==> src/rtl/ws2812_pkg.sv <==
// ws2812_pkg: shared WS2812 timing constants, the ns-to-cycle conversion
// and the receiver state encoding. The transmitter side uses the same
// constants so both ends of a loopback agree on the bit timing.
package ws2812_pkg;

  localparam int unsigned DEF_CLK_FREQ    = 50_000_000;
  localparam int unsigned DEF_T_THRESH_NS = 600;
  localparam int unsigned DEF_T_MIN_NS    = 200;
  localparam int unsigned DEF_T_MAX_NS    = 2000;
  localparam int unsigned DEF_T_RESET_NS  = 50000;

  // Whole clock cycles in 'ns' nanoseconds at 'clk_freq' Hz (truncating).
  function automatic int unsigned CYC(input int unsigned clk_freq,
                                      input int unsigned ns);
    return (ns * (clk_freq / 32'd1_000_000)) / 32'd1000;
  endfunction

  typedef enum logic [2:0] {
    ST_SYNC,  // waiting for a full reset gap before trusting the line
    ST_IDLE,  // gap seen, waiting for the first rising edge of a frame
    ST_HIGH,  // measuring a high pulse
    ST_LOW,   // measuring the low time between bits
    ST_ERR    // dropping the partial word after a width violation
  } rx_state_t;

endpackage

==> src/rtl/sync_2ff.sv <==
// sync_2ff: generic two-flop synchronizer for asynchronous inputs.
// Ports:
//   i_clk  destination clock
//   i_rst  synchronous active-high reset, both stages cleared to 0
//   i_d    asynchronous input bus
//   o_q    synchronized output (two-cycle latency)
module sync_2ff
  import ws2812_pkg::*;
#(
  parameter int unsigned WIDTH = 1
) (
  input  logic             i_clk,
  input  logic             i_rst,
  input  logic [WIDTH-1:0] i_d,
  output logic [WIDTH-1:0] o_q
);

  logic [WIDTH-1:0] r_meta;
  logic [WIDTH-1:0] r_sync;

  always_ff @(posedge i_clk) begin
    if (i_rst) begin
      r_meta <= '0;
      r_sync <= '0;
    end else begin
      r_meta <= i_d;
      r_sync <= r_meta;
    end
  end

  assign o_q = r_sync;

endmodule

==> src/rtl/ws2812_rx.sv <==
// ws2812_rx: WS2812 single-wire NRZ receiver. Measures high-pulse widths on
// din, decodes them to bits, assembles the first 24 bits of a frame
// MSB-first into rgb_data and forwards later bits on dout like a pixel in a
// daisy chain. A long low gap ends the frame.
// Ports:
//   clk        system clock
//   rst        synchronous active-high reset
//   din        asynchronous serial input
//   rgb_data   last complete word, bit 23 = first bit received
//   rgb_valid  one-cycle strobe when rgb_data updates
//   frame_end  one-cycle strobe when the reset gap is detected
//   busy       high from the first rising edge of a frame until frame_end
//   bit_error  one-cycle strobe on a width violation or partial word at frame end
//   dout       forwarded serial line (surplus bits only)
module ws2812_rx
  import ws2812_pkg::*;
#(
  parameter int unsigned CLK_FREQ    = DEF_CLK_FREQ,
  parameter int unsigned T_THRESH_NS = DEF_T_THRESH_NS,
  parameter int unsigned T_MIN_NS    = DEF_T_MIN_NS,
  parameter int unsigned T_MAX_NS    = DEF_T_MAX_NS,
  parameter int unsigned T_RESET_NS  = DEF_T_RESET_NS,
  parameter int unsigned FORWARD     = 1
) (
  input  logic        clk,
  input  logic        rst,
  input  logic        din,
  output logic [23:0] rgb_data,
  output logic        rgb_valid,
  output logic        frame_end,
  output logic        busy,
  output logic        bit_error,
  output logic        dout
);

  localparam int unsigned C_RESET = CYC(CLK_FREQ, T_RESET_NS);
  localparam int unsigned CW      = $clog2(C_RESET + 1);

  localparam logic [CW-1:0] L_THRESH   = CW'(CYC(CLK_FREQ, T_THRESH_NS));
  localparam logic [CW-1:0] L_MIN      = CW'(CYC(CLK_FREQ, T_MIN_NS));
  localparam logic [CW-1:0] L_MAX      = CW'(CYC(CLK_FREQ, T_MAX_NS));
  localparam logic [CW-1:0] L_RESET_M1 = CW'(C_RESET - 1);
  localparam logic [CW-1:0] L_ONE      = CW'(1);

  logic            w_din;
  logic            w_bit;

  rx_state_t       r_state;
  logic [CW-1:0]   r_cnt;
  logic [4:0]      r_bit_cnt;
  logic [22:0]     r_shift;     // 23 bits suffice: the 24th bit goes straight into rgb_data
  logic            r_own_done;
  logic [23:0]     r_rgb_data;
  logic            r_rgb_valid;
  logic            r_frame_end;
  logic            r_busy;
  logic            r_bit_error;

  sync_2ff #(.WIDTH(1)) u_sync (
    .i_clk (clk),
    .i_rst (rst),
    .i_d   (din),
    .o_q   (w_din)
  );

  // Classification of the pulse just measured; only used on the falling edge.
  assign w_bit = (r_cnt >= L_THRESH);

  always_ff @(posedge clk) begin
    if (rst) begin
      r_state     <= ST_SYNC;
      r_cnt       <= '0;
      r_bit_cnt   <= '0;
      r_shift     <= '0;
      r_own_done  <= 1'b0;
      r_rgb_data  <= '0;
      r_rgb_valid <= 1'b0;
      r_frame_end <= 1'b0;
      r_busy      <= 1'b0;
      r_bit_error <= 1'b0;
    end else begin
      r_rgb_valid <= 1'b0;
      r_frame_end <= 1'b0;
      r_bit_error <= 1'b0;

      unique case (r_state)
        ST_SYNC: begin
          // Any high restarts the count so decoding never begins mid-frame.
          if (w_din) begin
            r_cnt <= '0;
          end else if (r_cnt == L_RESET_M1) begin
            r_cnt   <= '0;
            r_state <= ST_IDLE;
          end else begin
            r_cnt <= r_cnt + 1'b1;
          end
        end

        ST_IDLE: begin
          if (w_din) begin
            r_cnt   <= L_ONE;
            r_busy  <= 1'b1;
            r_state <= ST_HIGH;
          end
        end

        ST_HIGH: begin
          if (w_din) begin
            if (r_cnt >= L_MAX) begin
              r_bit_error <= 1'b1;
              r_state     <= ST_ERR;
            end else begin
              r_cnt <= r_cnt + 1'b1;
            end
          end else begin
            r_cnt <= '0;
            if (r_cnt < L_MIN) begin
              r_bit_error <= 1'b1;
              r_state     <= ST_ERR;
            end else begin
              r_state <= ST_LOW;
              // Surplus bits are width-checked above but not decoded.
              if (!r_own_done) begin
                r_shift   <= {r_shift[21:0], w_bit};
                r_bit_cnt <= r_bit_cnt + 1'b1;
                if (r_bit_cnt == 5'd23) begin
                  r_rgb_data  <= {r_shift, w_bit};
                  r_rgb_valid <= 1'b1;
                  r_own_done  <= 1'b1;
                end
              end
            end
          end
        end

        ST_LOW: begin
          if (w_din) begin
            r_cnt   <= L_ONE;
            r_state <= ST_HIGH;
          end else if (r_cnt == L_RESET_M1) begin
            r_frame_end <= 1'b1;
            r_bit_error <= (r_bit_cnt != '0) && !r_own_done;
            r_busy      <= 1'b0;
            r_bit_cnt   <= '0;
            r_shift     <= '0;
            r_own_done  <= 1'b0;
            r_cnt       <= '0;
            r_state     <= ST_IDLE;
          end else begin
            r_cnt <= r_cnt + 1'b1;
          end
        end

        ST_ERR: begin
          r_cnt      <= '0;
          r_bit_cnt  <= '0;
          r_shift    <= '0;
          r_own_done <= 1'b0;
          r_busy     <= 1'b0;
          r_state    <= ST_SYNC;
        end

        default: r_state <= ST_SYNC;
      endcase
    end
  end

  assign rgb_data  = r_rgb_data;
  assign rgb_valid = r_rgb_valid;
  assign frame_end = r_frame_end;
  assign busy      = r_busy;
  assign bit_error = r_bit_error;
  // Gated straight from the synchronizer output so the forwarded line lags
  // din by exactly the two synchronizer cycles.
  assign dout = (FORWARD != 0) && r_own_done && w_din;

endmodule

==> config.mk <==
export PLATFORM = sky130hd
export DESIGN_NAME = ws2812_rx
export DESIGN_NICKNAME = d
export VERILOG_FILES = /design/src/rtl/ws2812_pkg.sv /design/src/rtl/sync_2ff.sv /design/src/rtl/ws2812_rx.sv
export SDC_FILE = /design/constraint.sdc
export NUM_CORES = 1
export LEC_CHECK = 0
export BUFFER_PORTS_ARGS = -buffer_cell sky130_fd_sc_hd__buf_2
export CORE_UTILIZATION = 45
export CTS_CLUSTER_DIAMETER = 30
export DETAILED_ROUTE_END_ITERATION = 8
export SETUP_SLACK_MARGIN = 0.3
export SYNTH_ARGS = -nofsm -noshare
export SYNTH_HDL_FRONTEND = slang
export SYNTH_SLANG_ARGS = --single-unit
==> constraint.sdc <==
create_clock -name clk -period 2.4 [get_ports clk]
set_input_delay 0.24 -clock clk [delete_from_list [all_inputs] [get_ports clk]]
set_output_delay 0.24 -clock clk [all_outputs]
set_load 0.1 [all_outputs]
==> results by group <==
Status
  – Status: completed

Layout
  – Fraction of layout cells with a size suffix above 1: 0.235
  – Fin cells: 524
  – # fillers: 757
  – Design area: 4110 um^2
  – Core Util, Final: 0.534
  – Area growth from synthesis to layout: 15.7%
  – Reg area: 1480 um^2
  – Ant diodes: 0
  – Footprint of the multi-input gates: 1950 um^2
  – NumNets Final: 425

Timing
  – Worst hold slack: 108 ps
  – Max Clock Skew: 7.03 ps
  – Setup TNS: 0 ps
  – Fin. max-slew vios: 0
  – F_max: 0.497 GHz
  – Worst Tran Pin Value: 538 ps
  – Unrepaired setup endpoints after global routing: true
  – Clock period minus worst slack: 2010 ps
  – Final setup fails: 0
  – Final worst slack: 387 ps
  – Period utilization: 0.839
  – Fin. Hold Viols: 0
  – Slew margin rel.: 0.642

Drt
  – WL per Instance: 13.4 um
  – Post-route ant nets: 0
  – DR DRC count: 0
  – DR iter-0 viols: 148
  – Vias per std cell: 5.14
  – Total Wirelength: 7040 um
  – DR pass1 iterations: 4
  – Via count: 2694

Logic synthesis
  – Flops & latches, synth: 74
  – Number of synthesized flops with an enable pin: 0
  – Seq/Total Area, Yosys: 0.418
  – Cell count after synthesis: 374
  – Synthesis warning total: 0
  – Main synth FF type: dfxtp_1
  – Syn_nets: 381
  – Netlist Area Pre-Place: 3550 um^2
  – Avg Cell Area, Syn: 9.48 um^2
  – Post-synthesis cell type count: 59
  – Fraction of registers with async set/reset: 0

Pwr
  – Pwr Total: 2.13 mW
  – Worst IR drop on VDD: 0.345 mV
  – Pwr Density: 519 nW/um^2
  – Seq pwr share: 0.581
  – Combinational power share: 0.036
  – Clk pwr share: 0.383
  – Sw frac: 0.234
  – Leak: 1.53 nW
  – Switching power: 498 uW
  – Int Power: 1.63 mW

Floorplanning
  – Die Ht: 90.8 um
  – Core ar.: 7690 um^2
  – Die width: 90.8 um
  – Die area: 8240 um^2
  – Rows: 32
  – I/O pins: 32
  – Initial Util: 0.461

GRT
  – GRT Overall Usage: 0.182
  – First-pass GRT wire length: 12200 um
  – Initial antenna violation count: 0
  – Global route overflow: 0
  – Largest net degree at the start of global routing: 60
  – Vias in the first global route: 2587

Setup path
  – CP max stage cell: or4_4
  – WP buf/inv: 2
  – Setup crit end kind: flop
  – CP delay by family, top: simple AND/OR/NAND/NOR gates
  – Critical path launch point type: flop
  – CP arrival: 2240 ps
  – Worst-path cell chain: or4_4 -> nor4_4 -> buf_6 -> o2bb2ai_4 -> nor2_4 -> buf_4 -> mux2i_1
  – Crit-path max FO: 9
  – Worst Path Required: 2630 ps
  – Max incr delay on CP: 570 ps
  – Crit Path Class: flop to flop

CTS
  – CTS tree: done
  – CTS root buf: clkbuf_8
  – Bufs on Longest Clock Path: 2
  – Hold Buf Count CTS: 0
  – H-tree levels: 3
  – Total CTS buffers: 9
  – Num Clock Sinks: 74
  – Clock slew at reported path FFs: 70 ps
  – Skew-Pair Late Insertion Delay: 340 ps

Placement
  – Inst Count DP: 503
  – Dpl ws: 27.3 ps
  – # port buffers: 31
  – Area after DPL: 3850 um^2
  – GP Congestion: 0.773
  – DP HPWL: 4580 um

Worst hold path
  – Hold Crit Class: input pin to flop

Job
  – Max-cap viol count: 0
==> worst reg2reg max path, cell delays in order (launching register included) <==
cell,delay (ps)
dfxtp_1,360
or4_4,580
nor4_4,210
buf_6,180
o2bb2ai_4,200
nor2_4,70
buf_4,180
mux2i_1,120
==> what timing repair did <==
item	CTS	global route
setup buffers	0	5
endpoints found under the setup margin	26	53
pin swaps	1	2
resized for setup	3	5
cloned	1	0
==> layer usage <==
| layer | part of all wire | vias up | track usage | routed length, um |
|---|---|---|---|---|
| met1 | 0.51 | 1258 | 0.241 | 3560 |
| met4 | 0.018 | 0 | 0.0701 | 129 |
| met3 | 0.033 | 11 | 0.0429 | 233 |
| met5 | 0 | - | 0 | 0 |
| met2 | 0.44 | 39 | 0.286 | 3120 |
| li1 | - | 1386 | - | - |
==> cell families after synthesis <==
logic type | share of synthesized area
AND/OR/NAND/NOR | 0.262
adder cells (fa/ha/maj) | 0.0141
AO/OA/AOI/OAI | 0.102
flip-flops | 0.418
XOR/XNOR | 0.0222
buffers and inverters | 0.0473
multiplexers | 0.135
==> state kept, by name, indices dropped and copies added, names as in the netlist <==
signal / flops
bit_error: 1
busy: 1
frame_end: 1
r_bit_cnt: 5
r_cnt: 12
r_own_done: 1
r_shift: 23
r_state: 3
rgb_data: 24
rgb_valid: 1
u_sync.o_q: 1
u_sync.r_meta: 1
==> power groups by stage <==
stage	Sequential (mW)	Clock, mW	Combinational (mW)
global route	1.24	0.898	0.0858
detailed placement	1.27	0	0.0765
floorplan	1.27	0	0.0502
CTS	1.24	0.847	0.0766
global placement	1.27	0	0.0764
finish	1.24	0.816	0.0767
==> layout by cell type, fill, tap and decap left out, types with 3 or more instances in the layout <==
master    Yosys  routed
nor4_1        4       4
o21ai_0       7       7
or3_1         5       4
xnor2_1       9       9
nor2_2        3       4
buf_2         2      31
mux2i_1      48      48
nor2_1       42      41
buf_4         1      22
clkbuf_8      0       9
nor3_1        7       7
ha_1          4       4
nand2b_1     26      26
clkinv_2      0       3
dfxtp_1      74      74
inv_1         5       5
a211oi_1      4       4
nor2b_1       9       9
nand2_1      39      39
nand3_1       5       5
o21a_1        3       3
a21oi_1       6       4
==> synthesized netlist by cell type (3+ instances only) <==
cell | count | area (um^2)
xnor2_1 | 9 | 78.8
nand3_1 | 5 | 25.0
ha_1 | 4 | 50.1
mux2i_1 | 48 | 480
buf_6 | 7 | 78.8
nand2b_1 | 26 | 163
nor2_2 | 3 | 18.8
a211oi_1 | 4 | 30.0
a21oi_1 | 6 | 30.0
nor3_1 | 7 | 35.0
o31a_1 | 3 | 26.3
inv_1 | 5 | 18.8
o21ai_0 | 7 | 35.0
nor2_1 | 42 | 158
or3_1 | 5 | 31.3
clkbuf_1 | 14 | 52.6
o21a_1 | 3 | 22.5
nand2_1 | 39 | 146
nor2b_1 | 9 | 56.3
dfxtp_1 | 74 | 1480
nor4_1 | 4 | 25.0
==> layout make-up <==
type	count	share of cell area
Clock buffer	10	0.0311
Clock inverter	5	0.00792
Inverter	5	0.00457
Multi-Input combinational cell	272	0.474
Sequential cell	74	0.361
Tap cell	102	0.0311
Timing Repair Buffer	56	0.0905
==> worst paths after layout <==
kind                 startpoint            end  slack, ps  depth (start not counted)
setup / recovery       r_cnt[7]    r_shift[18]        390                          7
hold / removal              din  u_sync.r_meta        110                          2
setup reg to reg       r_cnt[7]    r_shift[18]        390                          7
hold reg to reg   u_sync.r_meta     u_sync.o_q        440                          1
No activity file was read; power rests on OpenSTA's default activity.
